==> src/rtl/mem_port_arbiter.sv <==
// Three-way arbiter sharing one single-port SRAM among host, data and instr requesters.
// Define ARB_ROUND_ROBIN_EN for rotating priority; the default build uses fixed priority host > data > instr.
module mem_port_arbiter #(
    parameter int ADDR_WIDTH = 10,
    parameter int DATA_WIDTH = 32
) (
    input  logic                    clk,
    input  logic                    rst,

    input  logic                    i_req_host,
    input  logic                    i_we_host,
    input  logic [ADDR_WIDTH-1:0]   i_addr_host,
    input  logic [DATA_WIDTH-1:0]   i_wdata_host,
    input  logic [DATA_WIDTH/8-1:0] i_wmask_host,
    output logic                    o_gnt_host,
    output logic                    o_rvalid_host,

    input  logic                    i_req_data,
    input  logic                    i_we_data,
    input  logic [ADDR_WIDTH-1:0]   i_addr_data,
    input  logic [DATA_WIDTH-1:0]   i_wdata_data,
    input  logic [DATA_WIDTH/8-1:0] i_wmask_data,
    output logic                    o_gnt_data,
    output logic                    o_rvalid_data,

    input  logic                    i_req_instr,
    input  logic                    i_we_instr,
    input  logic [ADDR_WIDTH-1:0]   i_addr_instr,
    input  logic [DATA_WIDTH-1:0]   i_wdata_instr,
    input  logic [DATA_WIDTH/8-1:0] i_wmask_instr,
    output logic                    o_gnt_instr,
    output logic                    o_rvalid_instr,

    output logic [DATA_WIDTH-1:0]   o_rdata,

    output logic                    o_sram_csb,
    output logic                    o_sram_web,
    output logic [ADDR_WIDTH-1:0]   o_sram_addr,
    output logic [DATA_WIDTH-1:0]   o_sram_din,
    output logic [DATA_WIDTH/8-1:0] o_sram_wmask,
    input  logic [DATA_WIDTH-1:0]   i_sram_dout
);

    localparam logic [1:0] ID_INSTR = 2'd0;
    localparam logic [1:0] ID_DATA  = 2'd1;
    localparam logic [1:0] ID_HOST  = 2'd2;

    logic [2:0] req_p0;
    logic [1:0] win_p0;
    logic       gnt_any_p0;
    logic       we_sel_p0;
    logic [1:0] last_win;
    logic [2:0] rvld_p1;
    logic       unused_ok;

    // Returns {found, id} for the first requesting port in the order a, b, c.
    function automatic logic [2:0] pick(input logic [2:0] req,
                                        input logic [1:0] a,
                                        input logic [1:0] b,
                                        input logic [1:0] c);
        if (req[a])
            return {1'b1, a};
        else if (req[b])
            return {1'b1, b};
        else if (req[c])
            return {1'b1, c};
        else
            return 3'b000;
    endfunction

    assign req_p0 = {i_req_host, i_req_data, i_req_instr};

    // Stage p0: arbitration; grants are forced off while reset is held.
    always_comb begin
        gnt_any_p0 = 1'b0;
        win_p0     = ID_INSTR;
        if (rst) begin
`ifdef ARB_ROUND_ROBIN_EN
            case (last_win)
                ID_HOST: {gnt_any_p0, win_p0} = pick(req_p0, ID_DATA, ID_INSTR, ID_HOST);
                ID_DATA: {gnt_any_p0, win_p0} = pick(req_p0, ID_INSTR, ID_HOST, ID_DATA);
                default: {gnt_any_p0, win_p0} = pick(req_p0, ID_HOST, ID_DATA, ID_INSTR);
            endcase
`else
            {gnt_any_p0, win_p0} = pick(req_p0, ID_HOST, ID_DATA, ID_INSTR);
`endif
        end
    end

`ifdef ARB_ROUND_ROBIN_EN
    assign unused_ok = i_we_instr;
`else
    assign unused_ok = ^{i_we_instr, last_win};
`endif

    assign o_gnt_host  = gnt_any_p0 && (win_p0 == ID_HOST);
    assign o_gnt_data  = gnt_any_p0 && (win_p0 == ID_DATA);
    assign o_gnt_instr = gnt_any_p0 && (win_p0 == ID_INSTR);

    always_comb begin
        o_sram_csb   = 1'b1;
        o_sram_web   = 1'b1;
        o_sram_addr  = '0;
        o_sram_din   = '0;
        o_sram_wmask = '0;
        we_sel_p0    = 1'b0;
        if (gnt_any_p0) begin
            o_sram_csb = 1'b0;
            case (win_p0)
                ID_HOST: begin
                    we_sel_p0    = i_we_host;
                    o_sram_addr  = i_addr_host;
                    o_sram_din   = i_wdata_host;
                    o_sram_wmask = i_wmask_host;
                end
                ID_DATA: begin
                    we_sel_p0    = i_we_data;
                    o_sram_addr  = i_addr_data;
                    o_sram_din   = i_wdata_data;
                    o_sram_wmask = i_wmask_data;
                end
                default: begin
                    // Fetch port is read-only whatever its we input says.
                    we_sel_p0    = 1'b0;
                    o_sram_addr  = i_addr_instr;
                    o_sram_din   = i_wdata_instr;
                    o_sram_wmask = i_wmask_instr;
                end
            endcase
            o_sram_web = ~we_sel_p0;
        end
    end

    // Stage p1: one-hot owner of the read issued last cycle, plus arbitration history.
    always_ff @(posedge clk) begin
        if (!rst) begin
            last_win <= ID_INSTR;
            rvld_p1  <= 3'b000;
        end else begin
            rvld_p1 <= (gnt_any_p0 && !we_sel_p0)
                       ? {o_gnt_host, o_gnt_data, o_gnt_instr} : 3'b000;
            if (gnt_any_p0)
                last_win <= win_p0;
        end
    end

    assign o_rvalid_host  = rvld_p1[2];
    assign o_rvalid_data  = rvld_p1[1];
    assign o_rvalid_instr = rvld_p1[0];
    assign o_rdata        = i_sram_dout;

endmodule

==> config.mk <==
export PLATFORM = sky130hd
export DESIGN_NAME = mem_port_arbiter
export DESIGN_NICKNAME = d
export VERILOG_FILES = /design/src/rtl/mem_port_arbiter.sv
export SDC_FILE = /design/constraint.sdc
export NUM_CORES = 1
export LEC_CHECK = 0
export BUFFER_PORTS_ARGS = -buffer_cell sky130_fd_sc_hd__buf_2
export CAP_MARGIN = 15
export CORE_AREA = 2 2 103 105
export DETAILED_ROUTE_END_ITERATION = 16
export DIE_AREA = 0 0 105 107
export GPL_TIMING_DRIVEN = 0
export HOLD_SLACK_MARGIN = 0.06
export PLACE_DENSITY_LB_ADDON = 0.3
export SLEW_MARGIN = 20
export SYNTH_ARGS = -nofsm -noshare
export SYNTH_HDL_FRONTEND = slang
export SYNTH_SLANG_ARGS = --single-unit
==> constraint.sdc <==
create_clock -name clk -period 2.2 [get_ports clk]
set_clock_uncertainty 0.2 [all_clocks]
set_input_delay 0.22 -clock clk [delete_from_list [all_inputs] [get_ports clk]]
set_output_delay 0.22 -clock clk [all_outputs]
set_load 0.02 [all_outputs]
## Word level (Yosys, flattened, before mapping)

Index checks and enable logic that the tools add are counted.

| storage, ports and cells | value |
|---|---|
| register bits | 3 |
| output and inout port bits | 86 |

| operators by class | value |
|---|---|
| eq/ne operators | 2 |
| bitwise logic cells | 1 |
| reductions and logical operators | 7 |
| mux-type cells | 16 |

Operator list:

| cell | count |
|---|---|
| $pmux 32 s2 | 1 |
| $mux 32 | 1 |
| $pmux 10 s2 | 1 |
| $mux 10 | 1 |
| $mux 3 | 3 |
| $pmux 4 s2 | 1 |
| $mux 1 | 5 |
| $logic_and 1x1->1 | 4 |
| $mux 4 | 1 |
| $eq 2x1->1 const B | 1 |
| $eq 2x2->1 const B | 1 |
| $logic_not 2->1 | 1 |
| $mux 2 | 1 |
| $pmux 1 s2 | 1 |
| $reduce_and 2->1 | 1 |
| $logic_not 1->1 | 1 |
| $not 1->1 | 1 |

## Logic depth before layout (Yosys ltp)

| logic depth | value |
|---|---|
| word-level depth | 11 |
| gate-level depth with buffers | 7 |
| gate-level depth less buffers | 5 |

## Worst setup path after synthesis

No wires, ideal clock.

| timing path | value |
|---|---|
| path kind | input to output |
| start point | input port rst |
| end point | output port o_sram_din[20] |
| cell stages on the path | 7 |
| arrival time | 1.889 ns |
| slack | -0.109 ns |
| buffers on the path | 3 |
| cells stage by stage | nand2_1 -> or2_2 -> ha_1 -> buf_2 -> buf_2 -> buf_1 -> a211oi_1 |

| between the ends | value |
|---|---|
| cells in the longest elaborated chain, start to end | 4 |
| elaborated cells on any way between the ends | 6 |

Ends and longest elaborated chain:

| element | line | text |
|---|---|---|
| start, declared | 8 | `input logic rst,` |
| $mux 2 | 77 | `if (rst) begin` |
| $eq 2x1->1 / $eq 2x2->1 (equally long branches) | 109 | `case (win_p0)` |
| $pmux 32 s2 | 109 |  |
| $mux 32 (*) | 107 | `if (gnt_any_p0) begin` |
| end, declared | 39 | `output logic [DATA_WIDTH-1:0] o_sram_din,` |

Mark *: on every way between the ends. The rest lies on a longest branch, timed or not.

## Worst setup path in the final report

| timing path | value |
|---|---|
| start point | input port rst |
| end point | output port o_sram_web |

| between the ends | value |
|---|---|
| cells in the longest elaborated chain, start to end | 6 |
| elaborated cells on any way between the ends | 8 |

Ends and longest elaborated chain:

| element | line | text |
|---|---|---|
| $mux 2 | 77 |  |
| $eq 2x1->1 / $eq 2x2->1 (equally long branches) | 109 |  |
| $pmux 1 s2 | 109 |  |
| $mux 1 | 107 |  |
| $not 1->1 | 130 | `o_sram_web = ~we_sel_p0;` |
| $mux 1 (*) | 107 |  |
| end, declared | 37 | `output logic o_sram_web,` |

Mark *: on every way between the ends. The rest lies on a longest branch, timed or not. The select of a mux whose other input is x is not followed.

==> flow_summary.yaml <==
floorplanning:
  start_util_pct: 14.7
  coreArea_sq_um: 10100
  die_h_um: 107
  rows: 37
  io_pins: 264
  die_w_um: 105
  die_area_sq_um: 11200
yosys:
  synth_top_area_share_pct: 23.2
  yosysMostFrequentCell: "nor2_1"
  synth_area_leader_cell: "a22oi_1"
  syn_area_per_cell_sq_um: 6.76
  yosysWarnings: 0
  synth_nets: 401
  ys_seq_elements: 3
  netlist_top_cells_area: "a22oi_1 (23%), a211oi_1 (23%), buf_4 (17%)"
  synth_flop_cell: "dfxtp_1"
  synth_cells: 220
  synth_cell_types: 17
  synth-edff-count: 0
  synthTopCellsByCount: "nor2_1 (50), a22oi_1 (46), a211oi_1 (45)"
  async_flop_share_pct: 0
  synth_area_sq_um: 1490
  yosysSeqAreaShare_pct: 4.04
power_and_ir_drop:
  ir_worst_vdd_v: 0.000149
  power_density_nw_per_um2: 315
  finalPower_w: 0.00101
  p_leak_nw: 1.63
clock_tree:
  clock-sinks: 3
  cts.clk_slew.worst_paths_ns: 0.03
  cts_inserted_buffers: 3
  htreeDepth: 1
  cts_buffer_depth: 2
  cts_root_buf: "clkbuf_8"
  cts_tree: "built"
run_status:
  status: "finished, final reports clean"
finish:
  final_cell_count_no_fill: 591
  nNetsFinal: 637
  fillerInstances: 1132
  multi_input_area_sq_um: 1220
  largest_register_ffs: 3
  regArea_sq_um: 60.1
  diodes: 0
  area_growth_pct: 115
  drive_gt1_share_pct: 74.1
  top_regs: "rvld_p1 x3"
  top_register: "rvld_p1"
flow_run:
  drv_cap: 0
global_route:
  antenna_found_initial: 0
  grtUsageTotal_pct: 13.0
  grt_max_degree: 11
  grt_pass1_wl_um: 11900
  gr-total-overflow: 0
  grt_pass1_vias: 2377
routing:
  drc: 0
  routedWlPerCell_um: 14.1
  postRouteAntennaNets: 0
  drt_wl_total_um: 8320
  vias_per_cell: 4.32
  drt_pass1_iterations: 6
  num_vias: 2556
  drtIter0Drc: 104
critical_path:
  cp-end-kind: "primary output"
  criticalPathCategory: "input pin to primary output"
  worstPathMaxFanout: 10
  start_kind: "input pin"
  critPathArrivalTime_ns: 1.70
  cp.required_ns: 1.78
placed_design:
  gp_congestion: 0.721
  dp_cells: 586
  dp_slack_ns: -0.507
  dpl.hpwl_um: 6770
  portBuffers: 230
timing:
  slew_viol_final: 0
  rsz0062_at_grt: "yes"
  relSlewSlack_pct: 56.2
  finalSetupViolCount: 0
  setup_slack_ns: 0.0811
  hold_slack_ns: 0.208
  timing_hold_violations_final: 0
  tightest_slew_ns: 0.657
  finalCritPeriodShare_pct: 96.3
  fmax_mhz: 472
  post-route-min-period_ns: 2.12
worst_hold_path:
  hold_path.class: "input pin to register"
-- metal layers --
layer  global-route usage (%)  vias to the layer above  wire length [um]
li1                         -                     1266                 -
met1                     15.4                     1155              3340
met2                     25.0                      133              4350
met3                     2.31                        2               604
met4                     1.62                        0                27
met5                        0                        -                 0
-- cell type report --
type	instances	area share (%)
Tap cell	136	5.32
Buffer	57	15.5
Inverter	5	0.587
Sequential cell	3	1.88
Multi-Input combinational cell	154	38.1
Timing Repair Buffer	232	37.1
Clock buffer	4	1.41
-- layout by cell type, fill, tap and decap left out --
cell type / n
buf_2: 224
nor2_1: 50
buf_4: 48
a22oi_1: 39
a211oi_2: 32
a211oi_1: 16
buf_6: 12
a22oi_2: 7
inv_1: 5
clkbuf_8: 5
dfxtp_1: 3
nand2_1: 2
ha_2: 2
or2_4: 1
buf_12: 1
buf_8: 1
o31ai_4: 1
clkbuf_2: 1
a211oi_4: 1
a22o_1: 1
or3b_1: 1
ha_4: 1
clkbuf_1: 1
-- worst max-delay path, cell delays in order --
cell and delay [ns]:
buf_2 0.12, nand2_1 0.08, or2_4 0.25, ha_4 0.33, buf_12 0.14, inv_1 0.04, or3b_1 0.35, buf_2 0.16
-- report_power, final --
part	internal, W	total (W)	switching, W
sequential	0.0000575	0.0000581	0.000000562
clock	0.000123	0.000157	0.0000338
combinational	0.000356	0.000792	0.000437
-- cell families (layout without fill, tap and decap cells) --
logic type      after synthesis  in the layout  share of synthesized area (%)
buf+inv                      63            298                           28.0
compound gates               97             97                           51.3
fa+ha+maj                     3              3                           2.52
simple gates                 54             54                           14.1
flops                         3              3                           4.04
-- repair_timing --
action | in CTS | in global routing
buffers inserted | 0 | 2
endpoints found under the setup margin | 47 | 32
hold buffers | 0 | 0
endpoints found under the hold margin | 0 | 0
resized for setup | 47 | 32
gates cloned | 0 | 0
-- worst paths after layout --
check	slack [ns]	depth (start not counted)	start	to
setup / recovery	0.08	8	rst	o_sram_web
hold / removal	0.21	3	i_we_host	rvld_p1[2]$_SDFF_PN0_
-- through the flow --
stage	utilization, %	cell area, sq um	TNS, ns
2_1_floorplan	-	1540	-3.26
3_3_place_gp	28.3	2860	-18.59
3_5_place_dp	28.3	2860	-18.53
4_1_cts	30.3	3060	0
5_1_grt	31.7	3200	-0.108
6_report	31.7	3200	0
No activity file was read; power rests on OpenSTA's default activity.
